[src/rtl/dmem_arbiter_if.sv]
// Bus bundle for the data-memory arbiter.
// Groups three sides of the shared RAM port:
//   core_*  : core load/store path (request in, read data and stall out)
//   aux_*   : auxiliary requester (request/grant, registered read data, error pulse)
//   mem_*   : single data RAM port (combinational read on mem_load)
// Modports:
//   slave   : the arbiter's view
//   master  : the surrounding system's view (drives core/aux requests and mem_load)
interface dmem_arbiter_if;
    logic       core_en_load;
    logic       core_en_store;
    logic [9:0] core_addr;
    logic [7:0] core_store;
    logic [7:0] core_load;
    logic       core_stall;

    logic       aux_req;
    logic       aux_we;
    logic [9:0] aux_addr;
    logic [7:0] aux_wdata;
    logic       aux_gnt;
    logic [7:0] aux_rdata;
    logic       aux_rvalid;
    logic       aux_err;

    logic       mem_en_load;
    logic       mem_en_store;
    logic [9:0] mem_addr;
    logic [7:0] mem_store;
    logic [7:0] mem_load;

    modport slave (
        input  core_en_load, core_en_store, core_addr, core_store,
        output core_load, core_stall,
        input  aux_req, aux_we, aux_addr, aux_wdata,
        output aux_gnt, aux_rdata, aux_rvalid, aux_err,
        output mem_en_load, mem_en_store, mem_addr, mem_store,
        input  mem_load
    );

    modport master (
        output core_en_load, core_en_store, core_addr, core_store,
        input  core_load, core_stall,
        output aux_req, aux_we, aux_addr, aux_wdata,
        input  aux_gnt, aux_rdata, aux_rvalid, aux_err,
        input  mem_en_load, mem_en_store, mem_addr, mem_store,
        output mem_load
    );
endinterface

[src/rtl/dmem_arbiter.sv]
// Data-memory port arbiter between the core load/store path and an aux requester.
// The core has default priority; aux is granted combinationally on idle core
// cycles, and after STARVE_MAX consecutive ungranted cycles aux takes the port
// for up to BURST_MAX cycles while the core is stalled.
// Ports:
//   clk  : clock, all state on the rising edge
//   rst  : synchronous active-high reset
//   bus  : dmem_arbiter_if.slave (core_*, aux_*, mem_* signals)
// Optional feature macro DMEM_ARB_PROTECT_EN: aux stores at or above PROT_BASE
// are granted but blocked from the RAM, and aux_err pulses the following cycle.
//
// state  | meaning
// S_CORE | core owns the port; aux served only on idle core cycles
// S_AUX  | forced aux burst; core stalled
module dmem_arbiter #(
    parameter int unsigned STARVE_MAX = 4,
    parameter int unsigned BURST_MAX  = 2
`ifdef DMEM_ARB_PROTECT_EN
    ,
    parameter logic [9:0]  PROT_BASE  = 10'h300
`endif
) (
    input  logic           clk,
    input  logic           rst,
    dmem_arbiter_if.slave  bus
);

    typedef enum logic {S_CORE, S_AUX} state_t;

    state_t     state_q, state_d;
    logic [3:0] wait_cnt_q, wait_cnt_d;
    logic [3:0] burst_cnt_q, burst_cnt_d;
    logic [7:0] aux_rdata_q, aux_rdata_d;
    logic       aux_rvalid_q, aux_rvalid_d;

    logic       core_act;
    logic       aux_sel;
    logic       aux_gnt_c;
    logic       core_stall_c;
    logic       aux_blocked;
    logic       starve_hit;
    logic       burst_hit;
    logic [3:0] wait_inc;
    logic [3:0] burst_inc;

    assign core_act  = bus.core_en_load | bus.core_en_store;
    assign wait_inc  = (wait_cnt_q == 4'hF) ? 4'hF : wait_cnt_q + 4'd1;
    assign burst_inc = (burst_cnt_q == 4'hF) ? 4'hF : burst_cnt_q + 4'd1;
    // Compare in 5 bits so the +1 can never wrap into a false match.
    assign starve_hit = ({1'b0, wait_cnt_q} + 5'd1) == 5'(STARVE_MAX);
    assign burst_hit  = ({1'b0, burst_cnt_q} + 5'd1) == 5'(BURST_MAX);

`ifdef DMEM_ARB_PROTECT_EN
    logic aux_err_q, aux_err_d;
    assign aux_blocked = bus.aux_we && (bus.aux_addr >= PROT_BASE);
`else
    assign aux_blocked = 1'b0;
`endif

    always_comb begin
        state_d      = state_q;
        wait_cnt_d   = wait_cnt_q;
        burst_cnt_d  = burst_cnt_q;
        aux_sel      = 1'b0;
        aux_gnt_c    = 1'b0;
        core_stall_c = 1'b0;
        case (state_q)
            S_CORE: begin
                if (core_act) begin
                    if (bus.aux_req) begin
                        wait_cnt_d = wait_inc;
                        if (starve_hit) begin
                            state_d     = S_AUX;
                            burst_cnt_d = 4'd0;
                        end
                    end else begin
                        wait_cnt_d = 4'd0;
                    end
                end else begin
                    // Idle core cycle: hand the port to aux without a state change.
                    aux_sel    = bus.aux_req;
                    aux_gnt_c  = bus.aux_req;
                    wait_cnt_d = 4'd0;
                end
            end
            S_AUX: begin
                core_stall_c = 1'b1;
                aux_sel      = 1'b1;
                aux_gnt_c    = bus.aux_req;
                wait_cnt_d   = 4'd0;
                burst_cnt_d  = burst_inc;
                if (!bus.aux_req || burst_hit) begin
                    state_d = S_CORE;
                end
            end
            default: state_d = S_CORE;
        endcase
    end

    always_comb begin
        aux_rvalid_d = aux_gnt_c && !bus.aux_we;
        aux_rdata_d  = aux_rvalid_d ? bus.mem_load : aux_rdata_q;
    end

`ifdef DMEM_ARB_PROTECT_EN
    always_comb begin
        aux_err_d = aux_gnt_c && aux_blocked;
    end
`endif

    always_ff @(posedge clk) begin
        if (rst) begin
            state_q      <= S_CORE;
            wait_cnt_q   <= 4'd0;
            burst_cnt_q  <= 4'd0;
            aux_rdata_q  <= 8'd0;
            aux_rvalid_q <= 1'b0;
`ifdef DMEM_ARB_PROTECT_EN
            aux_err_q    <= 1'b0;
`endif
        end else begin
            state_q      <= state_d;
            wait_cnt_q   <= wait_cnt_d;
            burst_cnt_q  <= burst_cnt_d;
            aux_rdata_q  <= aux_rdata_d;
            aux_rvalid_q <= aux_rvalid_d;
`ifdef DMEM_ARB_PROTECT_EN
            aux_err_q    <= aux_err_d;
`endif
        end
    end

    // RAM port mux. Core enables pass through untouched, even if both are set.
    always_comb begin
        if (aux_sel) begin
            bus.mem_addr     = bus.aux_addr;
            bus.mem_store    = bus.aux_wdata;
            bus.mem_en_load  = bus.aux_req && !bus.aux_we;
            bus.mem_en_store = bus.aux_req && bus.aux_we && !aux_blocked;
        end else begin
            bus.mem_addr     = bus.core_addr;
            bus.mem_store    = bus.core_store;
            bus.mem_en_load  = bus.core_en_load;
            bus.mem_en_store = bus.core_en_store;
        end
    end

    assign bus.core_load  = bus.mem_load;
    assign bus.core_stall = core_stall_c;
    assign bus.aux_gnt    = aux_gnt_c;
    assign bus.aux_rdata  = aux_rdata_q;
    assign bus.aux_rvalid = aux_rvalid_q;
`ifdef DMEM_ARB_PROTECT_EN
    assign bus.aux_err    = aux_err_q;
`else
    assign bus.aux_err    = 1'b0;
`endif

endmodule

[src/flat_wrapper.sv]
// flat-port wrapper written by rule: the top's interface ports become plain ports
module dmem_arbiter_flat 
#(
    parameter int unsigned STARVE_MAX = 4,
    parameter int unsigned BURST_MAX  = 2

)
  (clk, rst, bus_core_en_load, bus_core_en_store, bus_core_addr, bus_core_store, bus_core_load, bus_core_stall, bus_aux_req, bus_aux_we, bus_aux_addr, bus_aux_wdata, bus_aux_gnt, bus_aux_rdata, bus_aux_rvalid, bus_aux_err, bus_mem_en_load, bus_mem_en_store, bus_mem_addr, bus_mem_store, bus_mem_load);
  dmem_arbiter_if bus_i ();
  input  logic clk;
  input  logic rst;
  input wire logic [$bits(bus_i.core_en_load)-1:0] bus_core_en_load;
  input wire logic [$bits(bus_i.core_en_store)-1:0] bus_core_en_store;
  input wire logic [$bits(bus_i.core_addr)-1:0] bus_core_addr;
  input wire logic [$bits(bus_i.core_store)-1:0] bus_core_store;
  output wire logic [$bits(bus_i.core_load)-1:0] bus_core_load;
  output wire logic [$bits(bus_i.core_stall)-1:0] bus_core_stall;
  input wire logic [$bits(bus_i.aux_req)-1:0] bus_aux_req;
  input wire logic [$bits(bus_i.aux_we)-1:0] bus_aux_we;
  input wire logic [$bits(bus_i.aux_addr)-1:0] bus_aux_addr;
  input wire logic [$bits(bus_i.aux_wdata)-1:0] bus_aux_wdata;
  output wire logic [$bits(bus_i.aux_gnt)-1:0] bus_aux_gnt;
  output wire logic [$bits(bus_i.aux_rdata)-1:0] bus_aux_rdata;
  output wire logic [$bits(bus_i.aux_rvalid)-1:0] bus_aux_rvalid;
  output wire logic [$bits(bus_i.aux_err)-1:0] bus_aux_err;
  output wire logic [$bits(bus_i.mem_en_load)-1:0] bus_mem_en_load;
  output wire logic [$bits(bus_i.mem_en_store)-1:0] bus_mem_en_store;
  output wire logic [$bits(bus_i.mem_addr)-1:0] bus_mem_addr;
  output wire logic [$bits(bus_i.mem_store)-1:0] bus_mem_store;
  input wire logic [$bits(bus_i.mem_load)-1:0] bus_mem_load;
  assign bus_i.core_en_load = bus_core_en_load;
  assign bus_i.core_en_store = bus_core_en_store;
  assign bus_i.core_addr = bus_core_addr;
  assign bus_i.core_store = bus_core_store;
  assign bus_core_load = bus_i.core_load;
  assign bus_core_stall = bus_i.core_stall;
  assign bus_i.aux_req = bus_aux_req;
  assign bus_i.aux_we = bus_aux_we;
  assign bus_i.aux_addr = bus_aux_addr;
  assign bus_i.aux_wdata = bus_aux_wdata;
  assign bus_aux_gnt = bus_i.aux_gnt;
  assign bus_aux_rdata = bus_i.aux_rdata;
  assign bus_aux_rvalid = bus_i.aux_rvalid;
  assign bus_aux_err = bus_i.aux_err;
  assign bus_mem_en_load = bus_i.mem_en_load;
  assign bus_mem_en_store = bus_i.mem_en_store;
  assign bus_mem_addr = bus_i.mem_addr;
  assign bus_mem_store = bus_i.mem_store;
  assign bus_i.mem_load = bus_mem_load;
  dmem_arbiter #(.STARVE_MAX(STARVE_MAX), .BURST_MAX(BURST_MAX)) u_core (.clk(clk), .rst(rst), .bus(bus_i));
endmodule
[config.mk]
export PLATFORM = sky130hd
export DESIGN_NAME = dmem_arbiter_flat
export DESIGN_NICKNAME = d
export VERILOG_FILES = /design/src/rtl/dmem_arbiter_if.sv /design/src/rtl/dmem_arbiter.sv /design/src/flat_wrapper.sv
export SDC_FILE = /design/constraint.sdc
export NUM_CORES = 1
export LEC_CHECK = 0
export BUFFER_PORTS_ARGS = -buffer_cell sky130_fd_sc_hd__buf_4
export CAP_MARGIN = 10
export CORE_UTILIZATION = 42
export CTS_CLUSTER_DIAMETER = 200
export CTS_CLUSTER_SIZE = 40
export DETAILED_ROUTE_END_ITERATION = 8
export PLACE_DENSITY = 0.85
export SYNTH_ARGS = -nofsm -noshare
export SYNTH_HDL_FRONTEND = slang
export SYNTH_SLANG_ARGS = --single-unit
[constraint.sdc]
create_clock -name clk -period 4.7 [get_ports clk]
set_clock_uncertainty 0.2 [all_clocks]
set_input_delay 0.235 -clock clk [delete_from_list [all_inputs] [get_ports clk]]
set_output_delay 0.235 -clock clk [all_outputs]
set_load 0.02 [all_outputs]
# After elaboration in Yosys (flattened, before gate mapping)

Cells that the tools add are included.

Register bits: 18
Bits of input ports: 50
Logic and storage cells: 47

Add/subtract/negate cells: 4
Equality and inequality tests: 7
Muxes and demuxes: 22
Bitwise logic cells: 2
Reductions and logical operators: 7

Operators by type and width:

| cell                  | count |
|---|---|
| $mux W4               | 7 |
| $pmux W4 S2           | 2 |
| $add A4 B1 Y5 const B | 2 |
| $mux W10              | 1 |
| $add A4 B1 Y4 const B | 2 |
| $eq A4 B4 Y1 const B  | 2 |
| $mux W1               | 8 |
| $mux W8               | 1 |
| $pmux W1 S2           | 3 |
| $eq A5 B2 Y1 const B  | 1 |
| $eq A5 B3 Y1 const B  | 1 |
| $ne A2 B1 Y1 const B  | 2 |
| $logic_and A1 B1 Y1   | 3 |
| $reduce_and A3 Y1     | 1 |
| $logic_not A1 Y1      | 2 |
| $ne A2 B2 Y1 const B  | 1 |
| $logic_or A1 B1 Y1    | 1 |
| $not A1 Y1            | 1 |
| $or A1 B1 Y1          | 1 |

# Longest topological paths before layout

Gate-level depths: netlist of the first run.

Depth after elaboration: 6
Depth in mapped cells: 5

# Worst setup path after synthesis of the first run

Ideal clock, no wire load.

Path type: register to output
From: register u_core.state_q
To: output bus_mem_en_store
Arrival: 1.253 ns
Data required time: 4.265 ns
Path slack: 3.012 ns
Stages on the path, launching flop included: 4
Cells stage by stage: dfxtp_1 buf_4 o21a_1 a22o_1

Longest elaborated chain between the ends: 3

Ends and longest elaborated chain:

| item                   | RTL line            | RTL |
|---|---|---|
| start, declared        | dmem_arbiter.sv:30  | `state_t state_q, state_d;` |
| start signal, assigned | dmem_arbiter.sv:122 | `state_q <= state_d;` |
| $not A1 Y1             | dmem_arbiter.sv:67  | `case (state_q)` |
| $pmux W1 S2 (*)        | dmem_arbiter.sv:67  |  |
| $mux W1 (*)            | dmem_arbiter.sv:135 | `if (aux_sel) begin` |
| end, declared          | flat_wrapper.sv:27  | `output wire logic [$bits(bus_i.mem_en_store)-1:0] bus_mem_en_store;` |

Mark *: on every way between the ends. The rest lies on a longest branch, timed or not.

# Final worst setup path of the first run

From: register u_core.state_q
To: output bus_mem_en_load

Longest elaborated chain between the ends: 3

Ends and longest elaborated chain:

| item            | RTL line            | RTL |
|---|---|---|
| $not A1 Y1      | dmem_arbiter.sv:67  |  |
| $pmux W1 S2 (*) | dmem_arbiter.sv:67  |  |
| $mux W1 (*)     | dmem_arbiter.sv:135 |  |
| end, declared   | flat_wrapper.sv:26  | `output wire logic [$bits(bus_i.mem_en_load)-1:0] bus_mem_en_load;` |

Marked as above.

==> flow_summary.json, run 1 <==
{
  "core_um2": 2520,
  "p_per_area_nw_per_um2": 190,
  "nets": 263,
  "cp.arrival_ns": 2.15,
  "cap_violations": 0,
  "dieHeight_um": 54.2,
  "power.leakage_nw": 0.960,
  "cts_root_buffer": "clkbuf_4",
  "setup_viol": 0,
  "cts_buffers": 3,
  "cts_tree": "built",
  "fp.dieW_um": 54.2,
  "hold_viol": 0,
  "crit_fanout": 14,
  "htreeDepth": 1,
  "peakVddDrop_mv": 0.154,
  "ys_ff_latch": 18,
  "slew_headroom_pct": 28.7,
  "ant_nets": 0,
  "routabilityCongestion": 0.736,
  "dp.final_hpwl_um": 2800,
  "seqPwrFrac_pct": 45.1,
  "p_sw_share_pct": 28.3,
  "grt_pass1_wl_um": 4810,
  "top_layer": "met4",
  "cts.sinks": 18,
  "start_util_pct": 45.4,
  "power.total_uw": 347,
  "synthDistinctLibCells": 32,
  "layout.cells.non_filler": 237,
  "routedWlPerCell_um": 14.7,
  "wl_met2_um": 1850,
  "met3WireLength_um": 311,
  "ctsLongestPathBuffers": 2,
  "drt_iter0_markers": 10,
  "grt_pass1_vias": 1068,
  "synth_area_um2": 1140,
  "fin_crit_ns": 2.58,
  "dp_cells": 228,
  "crit_path_start_kind": "register",
  "final_cell_area_um2": 1830,
  "status": "finished, final reports clean",
  "grt.overflow.total": 0,
  "wirelength_um": 3480,
  "cp.required_ns": 4.26,
  "rsz0062_at_grt": "no",
  "holdWs_ns": 0.00687,
  "post-place-ws_ns": 2.44,
  "postSynthAreaPerCell_um2": 9.31,
  "slowest_stage": "o211ai_1",
  "p_comb_share_pct": 33.5,
  "cts_setup_buffers": 0,
  "area_growth_pct": 59.7,
  "drive_gt1_share_pct": 56.0,
  "grt_max_degree": 19,
  "fin_util_pct": 72.5,
  "viasPerCell": 5.05,
  "cts_resized": 0,
  "path_class": "reg -> out",
  "power_frac_clock_pct": 21.4,
  "hp-class": "in -> reg",
  "worst_pin_slew_ns": 1.06,
  "final_cell_mix": "buf_4 (88), mux2_2 (19), dfxtp_1 (18)",
  "grt_use_total_pct": 23.6,
  "num_vias": 1196,
  "numPortBuffers": 88,
  "rows": 18,
  "drc": 0,
  "syn_nets": 177,
  "met1Wirelength_um": 1290,
  "postPlaceCellArea_um2": 1750,
  "syn_inst": 123,
  "dieArea_um2": 2940,
  "insertedDiodeCount": 0,
  "fmax_mhz": 387,
  "setup_ws_ns": 2.12,
  "endpoint_kind": "output port",
  "cp_cell_sequence": "o211ai_1 -> o21ai_0 -> buf_4",
  "fillCellCount": 188,
  "ioPinCount": 90,
  "antenna_found_initial": 0,
  "tns_ns": 0,
  "yosys_warnings": 0,
  "cts.clk_slew.worst_paths_ns": 0.09,
  "power.internal_uw": 249,
  "final.period_utilization_pct": 55.0,
  "yosysSeqAreaShare_pct": 31.5,
  "clock_latency_ns": 0.29,
  "p_switching_uw": 98.2,
  "layout_commonest_cell": "buf_4",
  "slew_violations": 0,
  "firstDrtPassIters": 4,
  "critPathMaxStageDelay_ns": 0.93
}
[state kept, by name, summed over array words and instances (netlist names)]
register and flops:
u_core.wait_cnt_q 4, u_core.state_q 1, u_core.bus.aux_rdata 8, u_core.burst_cnt_q 4, u_core.bus.aux_rvalid 1
[synth_stat cells]
master    number  area share (%)
inv_1          6             2.0
o211ai_1       3             2.0
nand3_1        3             1.3
o21ai_0        2            0.87
buf_6          1            0.98
a22o_1         1            0.77
xor2_1         1            0.77
nor2_1        16             5.2
clkbuf_1       1            0.33
a21oi_4        1             1.4
and3_2         1            0.66
nand2_1        6             2.0
dfxtp_1       18              31
mux2_2        19              19
mux2i_1        8             7.0
nor4_1         1            0.55
a41oi_2        1             1.4
a21oi_1        4             1.7
nor3_1         2            0.87
o21a_1         2             1.3
and3_1         1            0.55
ha_1           4             4.4
nor2b_1        2             1.1
nand4_1        1            0.55
or4_1          1            0.66
a31oi_1        1            0.55
a41o_1         1            0.87
nor2_2         1            0.55
conb_1         1            0.33
buf_4         11             7.2
nor3_2         1            0.87
nor4_2         1             1.1
[path summary, 6_finish.rpt]
kind / slack [ns] / from / cells past startpoint / to
setup / recovery: 2.12 / u_core.state_q$_SDFF_PP0_ / 3 / bus_mem_en_load
hold / removal: 0.007 / bus_mem_load[2] / 3 / u_core.bus.aux_rdata[2]$_SDFFE_PP0P_
setup reg to reg: 2.63 / u_core.state_q$_SDFF_PP0_ / 3 / u_core.bus.aux_rdata[1]$_SDFFE_PP0P_
hold reg to reg: 0.31 / u_core.bus.aux_rdata[7]$_SDFFE_PP0P_ / 2 / u_core.bus.aux_rdata[7]$_SDFFE_PP0P_
[power by group through the flow]
stage / Sequential (mW) / Combinational, mW / Clock [mW]
after global placement: 0.160 / 0.110 / 0
after CTS: 0.157 / 0.117 / 0.0769
final: 0.157 / 0.116 / 0.0743
after floorplan: 0.162 / 0.0529 / 0
after global routing: 0.157 / 0.124 / 0.0818
after detailed placement: 0.160 / 0.113 / 0
[timing repair]
item | 4_1_cts | 5_1_grt
hold buffers | 6 | 0
endpoints found under the setup margin | 0 | 0
hold endpoints to repair | 6 | 0
[logic make-up (layout without fill, tap and decap cells)]
logic type / count (synthesis) / in the layout / share of synthesized area (%)
adders and majority gates: 4 / 4 / 4.37
xor gates and xnor gates: 1 / 1 / 0.765
muxes: 27 / 27 / 25.7
DFF: 18 / 18 / 31.5
buffers and inverters: 19 / 103 / 10.5
and+or+nand+nor: 37 / 37 / 16.0
other: 1 / 1 / 0.328
AOI/OAI and AO/OA: 16 / 16 / 10.9
[area by class of cell]
type,instances,area [um^2],area share [%]
Sequential cell,18,360,19.7
Clock buffer,3,22.5,1.23
Multi-Input combinational cell,86,664,36.3
Inverter,6,22.5,1.23
Tap cell,30,37.5,2.05
Timing Repair Buffer,94,721,39.4
[critical path, delay by kind of cell, from the launching register on]
kind	cells	cell delay, ns
buf+inv	1	0.22
flops	1	0.48
compound gates	2	1.15
[per-layer routing]
| layer | vias up | track usage (%) |
|---|---|---|
| li1 | 590 | - |
| met1 | 551 | 25.9 |
| met2 | 51 | 43.7 |
| met3 | 4 | 6.94 |
| met4 | 0 | 5.98 |
| met5 | - | 0 |
(Power assumes the default switching activity.)
==> run 2, diff against run 1 <==
Settings changed: CORE_UTILIZATION 42 to 39, PLACE_DENSITY 0.85 to 0.79.
Clock period 4.7 ns to 2.7 ns, I/O delays scaled along.
==> flow_summary.json, run 2 (synthesized netlist as in run 1, its figures left out) <==
{
  "num_vias": 1290,
  "ctsLongestPathBuffers": 2,
  "grt_pass1_wl_um": 5640,
  "power.internal_uw": 441,
  "final.period_utilization_pct": 81.4,
  "grt_max_degree": 19,
  "setup_viol": 0,
  "antenna_found_initial": 0,
  "dp.final_hpwl_um": 2510,
  "start_util_pct": 41.5,
  "rsz0062_at_grt": "no",
  "ant_nets": 0,
  "slew_violations": 0,
  "htreeDepth": 1,
  "rr_worst_depth": 5,
  "cts_buffers": 3,
  "post-place-ws_ns": 0.574,
  "drt_iter0_markers": 41,
  "ioPinCount": 90,
  "power.leakage_nw": 1.04,
  "endpoint_kind": "output port",
  "fin_util_pct": 71.0,
  "wirelength_um": 3690,
  "hold_viol": 0,
  "slew_headroom_pct": 64.2,
  "grt_pass1_vias": 1308,
  "cts.sinks": 18,
  "cts_root_buffer": "clkbuf_4",
  "routabilityCongestion": 0.819,
  "firstDrtPassIters": 4,
  "routedWlPerCell_um": 14.7,
  "power_frac_clock_pct": 21.1,
  "p_switching_uw": 174,
  "postPlaceCellArea_um2": 1750,
  "dp_cells": 229,
  "power.total_uw": 615,
  "grt.overflow.total": 0,
  "clock_latency_ns": 0.29,
  "fillCellCount": 203,
  "crit_path_start_kind": "primary input",
  "tns_ns": 0,
  "p_sw_share_pct": 28.3,
  "final_cell_mix": "buf_4 (89), mux2_2 (19), dlygate4sd3_1 (18), dfxtp_1 (18), nor2_1 (16)",
  "insertedDiodeCount": 0,
  "p_comb_share_pct": 34.5,
  "cts.clk_slew.worst_paths_ns": 0.09,
  "drive_gt1_share_pct": 53.2,
  "dieArea_um2": 3160,
  "core_um2": 2760,
  "fin_crit_ns": 2.20,
  "final_cell_area_um2": 1960,
  "worst_pin_slew_ns": 0.536,
  "crit_fanout": 18,
  "hold_depth": 3,
  "cts_resized": 0,
  "fmax_mhz": 455,
  "largest_reg_flops": 8,
  "cap_violations": 0,
  "cts_tree": "built",
  "holdWs_ns": 0.125,
  "cp.arrival_ns": 1.86,
  "viasPerCell": 5.14,
  "setup_ws_ns": 0.503,
  "path_class": "in -> out",
  "dieHeight_um": 56.2,
  "grt_use_total_pct": 22.3,
  "layout.cells.non_filler": 251,
  "cp.required_ns": 2.37,
  "p_per_area_nw_per_um2": 314,
  "status": "finished, final reports clean",
  "area_growth_pct": 70.9,
  "seqPwrFrac_pct": 44.4,
  "layout_commonest_cell": "buf_4",
  "hp-class": "in -> reg",
  "drc": 0,
  "peakVddDrop_mv": 0.400,
  "rows": 19,
  "fp.dieW_um": 56.2,
  "numPortBuffers": 88,
  "nets": 276
}
run 2: changes by cell type in the layout (fill, tap and decap cells not counted), sizes merged:
cell and change:
dlygate4sd3 +12, buf +1
run 2: power groups by stage:
stage,registers [mW],clock network [mW],logic (mW)
final,0.273,0.130,0.212
after global placement,0.278,0,0.191
after detailed placement,0.279,0,0.194
after floorplan,0.282,0,0.0920
after global routing,0.273,0.146,0.223
after CTS,0.273,0.132,0.210
run 2: layer usage:
layer / vias up / global-route usage (%) / wire (um)
met5: - / 0 / 0
met4: 0 / 6.62 / 38
met3: 4 / 4.65 / 278
met2: 64 / 44.4 / 2060
met1: 606 / 22.7 / 1320
li1: 616 / - / -
run 2: critical path, cell delays in order:
cell           delay (ns)
dlygate4sd3_1        0.54
buf_4                0.16
a21oi_4              0.45
mux2_2               0.41
buf_4                0.16
run 2: worst paths after layout:
path / slack (ns) / start / endpoint
worst min-delay path: 0.12 / bus_core_en_load / u_core.wait_cnt_q[3]$_SDFF_PP0_
worst max-delay path: 0.50 / bus_aux_req / bus_mem_store[6]
worst max register to register: 0.57 / u_core.state_q$_SDFF_PP0_ / u_core.bus.aux_rdata[0]$_SDFFE_PP0P_
worst min register to register: 0.34 / u_core.wait_cnt_q[0]$_SDFF_PP0_ / u_core.wait_cnt_q[0]$_SDFF_PP0_
run 2: timing repair:
item | in CTS | in global routing
hold buffers | 18 | 0
endpoints found under the hold margin | 13 | 0
buffers inserted | 0 | 1
setup endpoints to repair | 0 | 8
run 2: layout make-up:
| type | count | area, um^2 | share of cell area, % |
|---|---|---|---|
| clock buffer | 3 | 22.5 | 1.15 |
| inverter | 6 | 22.5 | 1.15 |
| multi-input combinational | 86 | 664 | 34.0 |
| sequential | 18 | 360 | 18.4 |
| tap | 31 | 38.8 | 1.98 |
| timing repair buffer | 107 | 848 | 43.4 |
